$ cat config.mk
export PLATFORM = sky130hd
export DESIGN_NAME = vec_pcpi_decoder_flat
export DESIGN_NICKNAME = d
export VERILOG_FILES = /design/src/rtl/vec_pcpi_decoder_if.sv /design/src/rtl/vec_pcpi_decoder.sv /design/src/flat_wrapper.sv
export SDC_FILE = /design/constraint.sdc
export NUM_CORES = 1
export LEC_CHECK = 0
export ABC_CLOCK_PERIOD_IN_PS = 2100
export BUFFER_PORTS_ARGS = -buffer_cell sky130_fd_sc_hd__buf_2
export CORE_UTILIZATION = 25
export CTS_BUF_LIST = sky130_fd_sc_hd__clkbuf_4
export CTS_CLUSTER_SIZE = 30
export DETAILED_ROUTE_END_ITERATION = 10
export SLEW_MARGIN = 20
export SYNTH_ARGS = -nofsm -noshare
export SYNTH_HDL_FRONTEND = slang
export SYNTH_SLANG_ARGS = --single-unit
$ cat constraint.sdc
create_clock -name clk -period 2.1 [get_ports clk]
set_input_delay 0 -clock clk [delete_from_list [all_inputs] [get_ports clk]]
set_output_delay 0 -clock clk [all_outputs]
set_load 0.02 [all_outputs]
$ cat src/rtl/vec_pcpi_decoder_if.sv
// vec_pcpi_decoder_if
// Bundles the PicoRV32 PCPI handshake and the vector-unit command bus that
// the vec_pcpi_decoder sits between.
//   slave  modport : decoder view (takes PCPI requests, drives the vector unit)
//   master modport : CPU / vector-unit view (drives requests, receives results)
// Signals:
//   pcpi_valid/insn/rs1 : instruction offered by the CPU
//   pcpi_wr/rd          : result write-back, meaningful while pcpi_ready is high
//   pcpi_wait           : decoder busy with the accepted instruction
//   pcpi_ready          : one-cycle completion pulse
//   vu_start            : one-cycle start pulse to the vector unit
//   vu_funct/vs1/vs2/vr : decoded command fields
//   vu_vl               : vector length sent with the command
//   vu_op_done          : completion pulse from the vector unit
interface vec_pcpi_decoder_if;
  logic        pcpi_valid;
  logic [31:0] pcpi_insn;
  logic [31:0] pcpi_rs1;
  logic        pcpi_wr;
  logic [31:0] pcpi_rd;
  logic        pcpi_wait;
  logic        pcpi_ready;
  logic        vu_start;
  logic [6:0]  vu_funct;
  logic [4:0]  vu_vs1;
  logic [4:0]  vu_vs2;
  logic [4:0]  vu_vr;
  logic [24:0] vu_vl;
  logic        vu_op_done;

  modport slave (
    input  pcpi_valid, pcpi_insn, pcpi_rs1, vu_op_done,
    output pcpi_wr, pcpi_rd, pcpi_wait, pcpi_ready,
           vu_start, vu_funct, vu_vs1, vu_vs2, vu_vr, vu_vl
  );

  modport master (
    output pcpi_valid, pcpi_insn, pcpi_rs1, vu_op_done,
    input  pcpi_wr, pcpi_rd, pcpi_wait, pcpi_ready,
           vu_start, vu_funct, vu_vs1, vu_vs2, vu_vr, vu_vl
  );
endinterface

$ cat src/rtl/vec_pcpi_decoder.sv
// vec_pcpi_decoder
// Issue stage for the vector unit. Watches the PCPI port for custom-0
// instructions (funct3 = 0), turns vector commands into a one-cycle start
// pulse with latched command fields, holds the CPU with pcpi_wait until the
// unit reports done (or a timeout expires), then completes the handshake.
// VSETVL is handled locally: it updates the vector-length register and
// returns the new value to rd.
// Parameters:
//   VECTOR_LENGTH  : maximum elements per vector, VSETVL clamp value
//   TIMEOUT_CYCLES : cycles to wait for vu_op_done (2..255)
// Ports:
//   clk, rst_n  : clock (rising edge) and asynchronous active-low reset
//   bus         : PCPI + vector-unit signals (slave modport)
//   vl_q        : architectural vector-length register
//   err_timeout : sticky, set whenever the unit failed to answer in time
module vec_pcpi_decoder #(
  parameter int VECTOR_LENGTH  = 4,
  parameter int TIMEOUT_CYCLES = 64
) (
  input  logic               clk,
  input  logic               rst_n,
  vec_pcpi_decoder_if.slave  bus,
  output logic [31:0]        vl_q,
  output logic               err_timeout
);

  localparam logic [31:0] VL_MAX      = 32'(VECTOR_LENGTH);
  localparam logic [7:0]  CNT_LAST    = 8'(TIMEOUT_CYCLES - 1);
  localparam logic [6:0]  OPC_CUSTOM0 = 7'b0001011;
  localparam logic [6:0]  F7_VADD     = 7'b0000000;
  localparam logic [6:0]  F7_VSUB     = 7'b0000001;
  localparam logic [6:0]  F7_VMUL     = 7'b0000010;
  localparam logic [6:0]  F7_VLE      = 7'b1000000;
  localparam logic [6:0]  F7_VSE      = 7'b0100000;
  localparam logic [6:0]  F7_VSETVL   = 7'b0000111;

  typedef enum logic [2:0] {
    S_IDLE,
    S_ISSUE,
    S_WAIT,
    S_RESP,
    S_HOLD
  } state_t;

  state_t      state;
  logic [7:0]  cnt;
  logic        aborted;

  logic        start_q;
  logic        wait_q;
  logic        ready_q;
  logic        wr_q;
  logic [31:0] rd_q;
  logic [6:0]  funct_q;
  logic [4:0]  vs1_q;
  logic [4:0]  vs2_q;
  logic [4:0]  vr_q;
  logic [24:0] vl_out_q;

  logic [6:0]  funct7;
  logic        insn_match;
  logic        is_vec;
  logic        is_setvl;
  logic [31:0] vl_new;

  // Instruction decode and the clamped VSETVL value, evaluated every cycle
  // but only acted on while the FSM is idle.
  always_comb begin
    funct7     = bus.pcpi_insn[31:25];
    insn_match = (bus.pcpi_insn[6:0] == OPC_CUSTOM0) &&
                 (bus.pcpi_insn[14:12] == 3'b000);
    is_vec     = insn_match && ((funct7 == F7_VADD) || (funct7 == F7_VSUB) ||
                                (funct7 == F7_VMUL) || (funct7 == F7_VLE)  ||
                                (funct7 == F7_VSE));
    is_setvl   = insn_match && (funct7 == F7_VSETVL);
    vl_new     = (bus.pcpi_rs1 > VL_MAX) ? VL_MAX : bus.pcpi_rs1;
  end

  // Control FSM. All outputs are registered: each is computed on the edge
  // that enters the state in which it must be visible. Pulse outputs
  // default low so they last exactly one cycle.
  always_ff @(posedge clk or negedge rst_n) begin
    if (!rst_n) begin
      state       <= S_IDLE;
      cnt         <= '0;
      aborted     <= 1'b0;
      start_q     <= 1'b0;
      wait_q      <= 1'b0;
      ready_q     <= 1'b0;
      wr_q        <= 1'b0;
      rd_q        <= '0;
      funct_q     <= '0;
      vs1_q       <= '0;
      vs2_q       <= '0;
      vr_q        <= '0;
      vl_out_q    <= '0;
      vl_q        <= VL_MAX;
      err_timeout <= 1'b0;
    end else begin
      start_q <= 1'b0;
      ready_q <= 1'b0;
      wr_q    <= 1'b0;
      rd_q    <= '0;
      case (state)
        S_IDLE: begin
          if (bus.pcpi_valid && is_vec) begin
            state    <= S_ISSUE;
            start_q  <= 1'b1;
            wait_q   <= 1'b1;
            aborted  <= 1'b0;
            funct_q  <= funct7;
            vs1_q    <= bus.pcpi_insn[19:15];
            vs2_q    <= bus.pcpi_insn[24:20];
            vr_q     <= bus.pcpi_insn[11:7];
            vl_out_q <= vl_q[24:0];
          end else if (bus.pcpi_valid && is_setvl) begin
            state   <= S_RESP;
            vl_q    <= vl_new;
            ready_q <= 1'b1;
            wr_q    <= 1'b1;
            rd_q    <= vl_new;
          end
        end
        S_ISSUE: begin
          state <= S_WAIT;
          cnt   <= '0;
          if (!bus.pcpi_valid) aborted <= 1'b1;
        end
        S_WAIT: begin
          // Done takes priority over an expiring timeout in the same cycle.
          // A CPU that dropped pcpi_valid while we waited gets no ready.
          if (bus.vu_op_done || (cnt == CNT_LAST)) begin
            state   <= S_RESP;
            wait_q  <= 1'b0;
            ready_q <= !(aborted || !bus.pcpi_valid);
            if (!bus.vu_op_done) err_timeout <= 1'b1;
          end else begin
            cnt <= cnt + 8'd1;
            if (!bus.pcpi_valid) aborted <= 1'b1;
          end
        end
        S_RESP: begin
          state <= S_HOLD;
        end
        S_HOLD: begin
          // One dead cycle so a pcpi_valid still high from the completed
          // instruction is not mistaken for a new one.
          state <= S_IDLE;
        end
        default: begin
          state <= S_IDLE;
        end
      endcase
    end
  end

  assign bus.vu_start   = start_q;
  assign bus.pcpi_wait  = wait_q;
  assign bus.pcpi_ready = ready_q;
  assign bus.pcpi_wr    = wr_q;
  assign bus.pcpi_rd    = rd_q;
  assign bus.vu_funct   = funct_q;
  assign bus.vu_vs1     = vs1_q;
  assign bus.vu_vs2     = vs2_q;
  assign bus.vu_vr      = vr_q;
  assign bus.vu_vl      = vl_out_q;

endmodule

$ cat src/flat_wrapper.sv
// flat-port wrapper written by rule: the top's interface ports become plain ports
module vec_pcpi_decoder_flat 
#(
  parameter int VECTOR_LENGTH  = 4,
  parameter int TIMEOUT_CYCLES = 64
)
  (clk, rst_n, vl_q, err_timeout, bus_pcpi_valid, bus_pcpi_insn, bus_pcpi_rs1, bus_vu_op_done, bus_pcpi_wr, bus_pcpi_rd, bus_pcpi_wait, bus_pcpi_ready, bus_vu_start, bus_vu_funct, bus_vu_vs1, bus_vu_vs2, bus_vu_vr, bus_vu_vl);
  vec_pcpi_decoder_if bus_i ();
  input  logic clk;
  input  logic rst_n;
  output logic [31:0] vl_q;
  output logic err_timeout;
  input wire logic [$bits(bus_i.pcpi_valid)-1:0] bus_pcpi_valid;
  input wire logic [$bits(bus_i.pcpi_insn)-1:0] bus_pcpi_insn;
  input wire logic [$bits(bus_i.pcpi_rs1)-1:0] bus_pcpi_rs1;
  input wire logic [$bits(bus_i.vu_op_done)-1:0] bus_vu_op_done;
  output wire logic [$bits(bus_i.pcpi_wr)-1:0] bus_pcpi_wr;
  output wire logic [$bits(bus_i.pcpi_rd)-1:0] bus_pcpi_rd;
  output wire logic [$bits(bus_i.pcpi_wait)-1:0] bus_pcpi_wait;
  output wire logic [$bits(bus_i.pcpi_ready)-1:0] bus_pcpi_ready;
  output wire logic [$bits(bus_i.vu_start)-1:0] bus_vu_start;
  output wire logic [$bits(bus_i.vu_funct)-1:0] bus_vu_funct;
  output wire logic [$bits(bus_i.vu_vs1)-1:0] bus_vu_vs1;
  output wire logic [$bits(bus_i.vu_vs2)-1:0] bus_vu_vs2;
  output wire logic [$bits(bus_i.vu_vr)-1:0] bus_vu_vr;
  output wire logic [$bits(bus_i.vu_vl)-1:0] bus_vu_vl;
  assign bus_i.pcpi_valid = bus_pcpi_valid;
  assign bus_i.pcpi_insn = bus_pcpi_insn;
  assign bus_i.pcpi_rs1 = bus_pcpi_rs1;
  assign bus_i.vu_op_done = bus_vu_op_done;
  assign bus_pcpi_wr = bus_i.pcpi_wr;
  assign bus_pcpi_rd = bus_i.pcpi_rd;
  assign bus_pcpi_wait = bus_i.pcpi_wait;
  assign bus_pcpi_ready = bus_i.pcpi_ready;
  assign bus_vu_start = bus_i.vu_start;
  assign bus_vu_funct = bus_i.vu_funct;
  assign bus_vu_vs1 = bus_i.vu_vs1;
  assign bus_vu_vs2 = bus_i.vu_vs2;
  assign bus_vu_vr = bus_i.vu_vr;
  assign bus_vu_vl = bus_i.vu_vl;
  vec_pcpi_decoder #(.VECTOR_LENGTH(VECTOR_LENGTH), .TIMEOUT_CYCLES(TIMEOUT_CYCLES)) u_core (.clk(clk), .rst_n(rst_n), .bus(bus_i), .vl_q(vl_q), .err_timeout(err_timeout));
endmodule
==> After elaboration in Yosys (flattened, before gate mapping) <==
Index checks and enable logic that the tools add are counted.
{ "totals": {"memories": 0, "word_cells": 83, "inputBits": 68, "latch_bits": 0, "mem_bits_ro": 0, "ff_bits": 128, "out_inout_bits": 116, "mem_bits_rw": 0} }
{ "op_classes": {"addsub": 1, "div_mod_pow": 0, "shifts": 0, "mux": 24, "order_cmp": 1, "mul": 0, "n_reduce_logical": 26, "bitwise": 2, "eq_ne": 14} }
{ "op_table": {"columns": ["op", "n"], "rows": [
  ["$mux W32", 4],
  ["$gt A32 B3 Y1 const B", 1],
  ["$pmux W8 S2", 1],
  ["$pmux W3 S4", 1],
  ["$reduce_and A3 Y1", 4],
  ["$mux W1", 11],
  ["$mux W3", 3],
  ["$add A8 B1 Y8 const B", 1],
  ["$eq A8 B6 Y1 const B", 1],
  ["$mux W8", 1],
  ["$eq A7 B1 Y1 const B", 1],
  ["$eq A7 B2 Y1 const B", 1],
  ["$eq A7 B3 Y1 const B", 1],
  ["$eq A7 B4 Y1 const B", 1],
  ["$eq A7 B6 Y1 const B", 1],
  ["$eq A7 B7 Y1 const B", 1],
  ["$logic_not A7 Y1", 1],
  ["$eq A3 B2 Y1 const B", 2],
  ["$logic_not A3 Y1", 2],
  ["$logic_or A1 B1 Y1", 6],
  ["$reduce_and A2 Y1", 3],
  ["$logic_and A1 B1 Y1", 5],
  ["$ne A2 B1 Y1 const B", 2],
  ["$pmux W1 S2", 2],
  ["other kinds (8)", 11]
]} }

==> Longest topological paths before layout <==
{ "depth": {"depth_word": 9, "depth_mapped": 6, "mapped_depth_nobuf": 5} }

==> Worst setup path after synthesis <==
No wires, ideal clock.
{ "synth_path": {"path_kind": "reg-to-reg", "from": "register u_core.state[0]", "to": "register u_core.cnt[5]", "t_required_ns": 1.980, "path_stages_with_launch": 6, "path_buffers": 1, "period_less_slack_ns": 1.715, "slack_ns": 0.385, "arrival_time_ns": 1.595, "setup_ns": 0.120, "cell_sequence": "dfrtp_1 buf_2 or4b_4 a211oi_2 a31oi_1 a41o_1"} }
{ "synth_via": {"elab_chain_cells": 3, "word_cells_on_any_way": 6, "cone_classes": "eq/ne: 3; mux: 1; reduce/logical: 2"} }
{ "synth_lines": {"columns": ["item", "line", "rtl"], "rows": [
  ["from (decl)", "vec_pcpi_decoder.sv:45", "state_t state;"],
  ["from (signal assigned)", "vec_pcpi_decoder.sv:84", "state <= S_IDLE;"],
  ["from (signal assigned)", "vec_pcpi_decoder.sv:107", "state <= S_ISSUE;"],
  ["from (signal assigned)", "vec_pcpi_decoder.sv:117", "state <= S_RESP;"],
  ["$eq A3 B2 Y1 or $eq A3 B1 Y1 (tied branches)", "vec_pcpi_decoder.sv:104", "case (state)"],
  ["$ne A2 B2 Y1 (no source line) or $reduce_bool A2 Y1 (tied branches)", null, null],
  ["$reduce_and A2 Y1 (no source line)", null, null],
  ["to (signal assigned)", "vec_pcpi_decoder.sv:138", "cnt <= cnt + 8'd1;"],
  ["to (decl)", "vec_pcpi_decoder.sv:46", "logic [7:0] cnt;"]
]} }
Several ways; a longest one is shown, not always the timed one.
A chain may end at the register's enable or synchronous reset.

==> Worst setup path after layout <==
{ "layout_path": {"from": "register u_core.state[0]", "to": "register u_core.vl_q[1]"} }
{ "layout_via": {"elab_chain_cells": 2} }
{ "layout_lines": {"columns": ["item", "line", "rtl"], "rows": [
  ["$logic_not A3 Y1", "vec_pcpi_decoder.sv:104", null],
  ["$reduce_and A3 Y1 (no source line)", null, null],
  ["to (signal assigned)", "vec_pcpi_decoder.sv:118", "vl_q <= vl_new;"],
  ["to (decl)", "vec_pcpi_decoder.sv:23", "output logic [31:0] vl_q,"]
]} }
No other way between the ends.

==> results.sh <==
export IMPL_status="finished, final reports clean"
export IMPL_cellPowerDensity_nw_per_um2=693
export IMPL_yosysWarnings=0
export IMPL_endpoint_kind="flip-flop"
export IMPL_reg2reg_slack_ns=0.10
export IMPL_crit_required_ns=2.53
export IMPL_cts_sinks=128
export IMPL_relSlewSlack=0.598
export IMPL_die_h_um=141
export IMPL_synth_most_common_cell="dfrtp_1"
export IMPL_vias_per_cell=4.15
export IMPL_cp_max_fo=10
export IMPL_synth_top_area_share=0.662
export IMPL_setup_violations=0
export IMPL_cts_setup_buffers=0
export IMPL_fin_cells=818
export IMPL_hp_start="bus_pcpi_insn[6]"
export IMPL_cts_root_buf="clkbuf_4"
export IMPL_grt_util_all_layers=0.126
export IMPL_syn_inst=307
export IMPL_antenna_found_initial=2
export IMPL_clock_path_buffers=2
export IMPL_synth_edf_count=0
export IMPL_crit_type="flip-flop to flip-flop"
export IMPL_synthToLayoutAreaGrowth_pct=41.1
export IMPL_grt_pass1_wl_mm=18.9
export IMPL_finalCritPeriodShare=0.952
export IMPL_gp_congestion=0.751
export IMPL_worst_slew_pin_slew_ns=0.602
export IMPL_start_util=0.256
export IMPL_drt_wl_total_mm=11.7
export IMPL_r2r_start="u_core.state[0]$_DFFE_PN0P_"
export IMPL_drt_initial_drc_count=116
export IMPL_final_area_um2=6780
export IMPL_power_uw=4700
export IMPL_core_rowCount=50
export IMPL_r2r_cells=5
export IMPL_hpwl_mm=8.19
export IMPL_hp_class="input pin to flip-flop"
export IMPL_synthArstFlopShare=1.00
export IMPL_routedWlPerCell_um=14.3
export IMPL_vdd_drop_max_mv=0.294
export IMPL_r2r_end="u_core.vl_q[1]$_DFFE_PN0P_"
export IMPL_place_inst=749
export IMPL_clk_latency_ns=0.53
export IMPL_finalSetupTns_ns=0
export IMPL_grt_pass1_vias=3651
export IMPL_synth_cell_types=48
export IMPL_grt_overflow=0
export IMPL_worst_clock_skew_ns=0.0141
export IMPL_dieArea_um2=19800
export IMPL_port_buffers=183
export IMPL_die_w_um=141
export IMPL_ys_top_cells_by_area="dfrtp_1 (66%), mux2_4 (13%), and2_1 (3.8%)"
export IMPL_first_pass_iters=4
export IMPL_nets=640
export IMPL_synth_seq_cells=128
export IMPL_syn_area_um2=4800
export IMPL_yosys_area_top_type="dfrtp_1"
export IMPL_cap_violations=0
export IMPL_finalHoldViolations=0
export IMPL_p_leak_uw=0.00368
export IMPL_drc_errors=0
export IMPL_cts_htree_levels=4
export IMPL_clkSlewWorstSetupHoldPaths_ns=0.12
export IMPL_grt_max_degree=59
export IMPL_dpl_instance_area_um2=6100
export IMPL_synth_common_cells="dfrtp_1 (127), mux2_4 (40), and2_1 (29)"
export IMPL_ys_flop_type="dfrtp_1"
export IMPL_syn_area_per_cell_um2=15.6
export IMPL_fin_hold_ws_ns=0.0805
export IMPL_hold_end="u_core.state[1]$_DFFE_PN0P_"
export IMPL_whs_path_depth=5
export IMPL_drive_above_1_share=0.473
export IMPL_period_minus_slack_ns=2.00
export IMPL_rsz0062_at_grt="false"
export IMPL_start_kind="flip-flop"
export IMPL_crit_arrival_ns=2.43
export IMPL_fmax_mhz=500
export IMPL_cts_buffers=17
export IMPL_yosysSeqAreaShare=0.667
export IMPL_slew_viol_final=0
export IMPL_ant_nets=0
export IMPL_via_count=3394
export IMPL_fp_coreArea_um2=18800
export IMPL_num_io_pins=184
export IMPL_tritoncts="yes"
-- power breakdown --
| part | internal, uW | switching [uW] | leakage (uW) | total [uW] |
|---|---|---|---|---|
| registers | 2520 | 43.5 | 0.00169 | 2570 |
| logic | 173 | 214 | 0.00183 | 387 |
| clock network | 834 | 908 | 0.000159 | 1740 |
-- how the worst max path moves through the flow --
stage | start | endpoint | slack (ns) | cells past startpoint
final | u_core.state[0]$_DFFE_PN0P_ | u_core.vl_q[1]$_DFFE_PN0P_ | 0.10 | 5
after global routing | u_core.state[0]$_DFFE_PN0P_ | u_core.vl_q[0]$_DFFE_PN0P_ | 0.009 | 5
after CTS | u_core.state[0]$_DFFE_PN0P_ | u_core.vl_q[1]$_DFFE_PN0P_ | 0.07 | 5
after detailed placement | bus_pcpi_insn[2] | u_core.bus.vu_vs1[4]$_DFFE_PN0P_ | 0.18 | 6
after global placement | bus_pcpi_insn[2] | u_core.bus.vu_vr[1]$_DFFE_PN0P_ | 0.22 | 6
after floorplan | u_core.state[0]$_DFFE_PN0P_ | u_core.cnt[5]$_DFFE_PN0P_ | 0.38 | 5
-- kinds of logic after synthesis --
family                     count (synthesis)  synth area share
muxes                                     47             0.141
DFF                                      128             0.667
and+or+nand+nor                           90             0.117
other                                      1          0.000781
AOI/OAI and AO/OA                         20            0.0333
xor gates and xnor gates                   5           0.00912
adders and majority gates                  1           0.00260
buffers and inverters                     15            0.0297
-- area by class of cell --
cell class                      instances  area [um2]
Fill cell                            1860       12000
Sequential cell                       128        3200
Multi-Input combinational cell        192        1570
Timing Repair Buffer                  230        1410
Tap cell                              234         293
Clock inverter                         12         144
Clock buffer                           19         143
Inverter                                2        7.51
Antenna cell                            1        2.50
-- metal layers --
| layer | GRT usage | part of all wire | vias up | wire length, um |
|---|---|---|---|---|
| li1 | - | - | 1570 | - |
| met1 | 0.141 | 0.41 | 1686 | 4780 |
| met2 | 0.214 | 0.51 | 116 | 5990 |
| met3 | 0.0367 | 0.048 | 22 | 560 |
| met4 | 0.0744 | 0.030 | 0 | 354 |
| met5 | 0 | 0 | - | 0 |
-- critical path: stages, from the launching register on --
cell and delay [ns]:
dfrtp_1 0.50, nor3_2 0.27, and4b_1 0.28, a21boi_0 0.10, a31o_2 0.21, dlygate4sd3_1 0.55
-- through the flow --
stage	setup slack [ns]	utilization
finish	0.100	0.361
global route	0.00903	0.361
CTS	0.0686	0.361
detailed placement	0.185	0.325
global placement	0.215	0.325
floorplan	0.385	-
-- sequential cells by signal, summed over array words and instances, names as in the netlist, 5 cells and up --
register / cells
u_core.bus.pcpi_rd: 32
u_core.bus.vu_funct: 7
u_core.bus.vu_vl: 25
u_core.bus.vu_vr: 5
u_core.bus.vu_vs1: 5
u_core.bus.vu_vs2: 5
u_core.cnt: 8
u_core.vl_q: 32
-- timing repair --
action                                  4_1_cts  5_1_grt
hold buffers                                 37        0
resized for setup                             0        1
hold endpoints to repair                    165        0
endpoints found under the setup margin        0        2
-- cells in the final DEF (no fill, tap or decap), types with 3 or more instances in the layout --
master,instances
mux2_1,4
nor2b_1,4
bufinv_16,3
dfrtp_1,127
clkinv_2,5
nand4_1,3
nor3_1,5
mux2i_1,3
a211oi_1,3
conb_1,29
mux2_4,40
nor4_1,8
clkbuf_4,19
buf_4,8
and2_1,29
buf_2,182
buf_12,4
nor2_1,9
nand2_1,10
and3_1,4
dlygate4sd3_1,36
xnor2_1,5
Power figures use the tool's default switching activity.
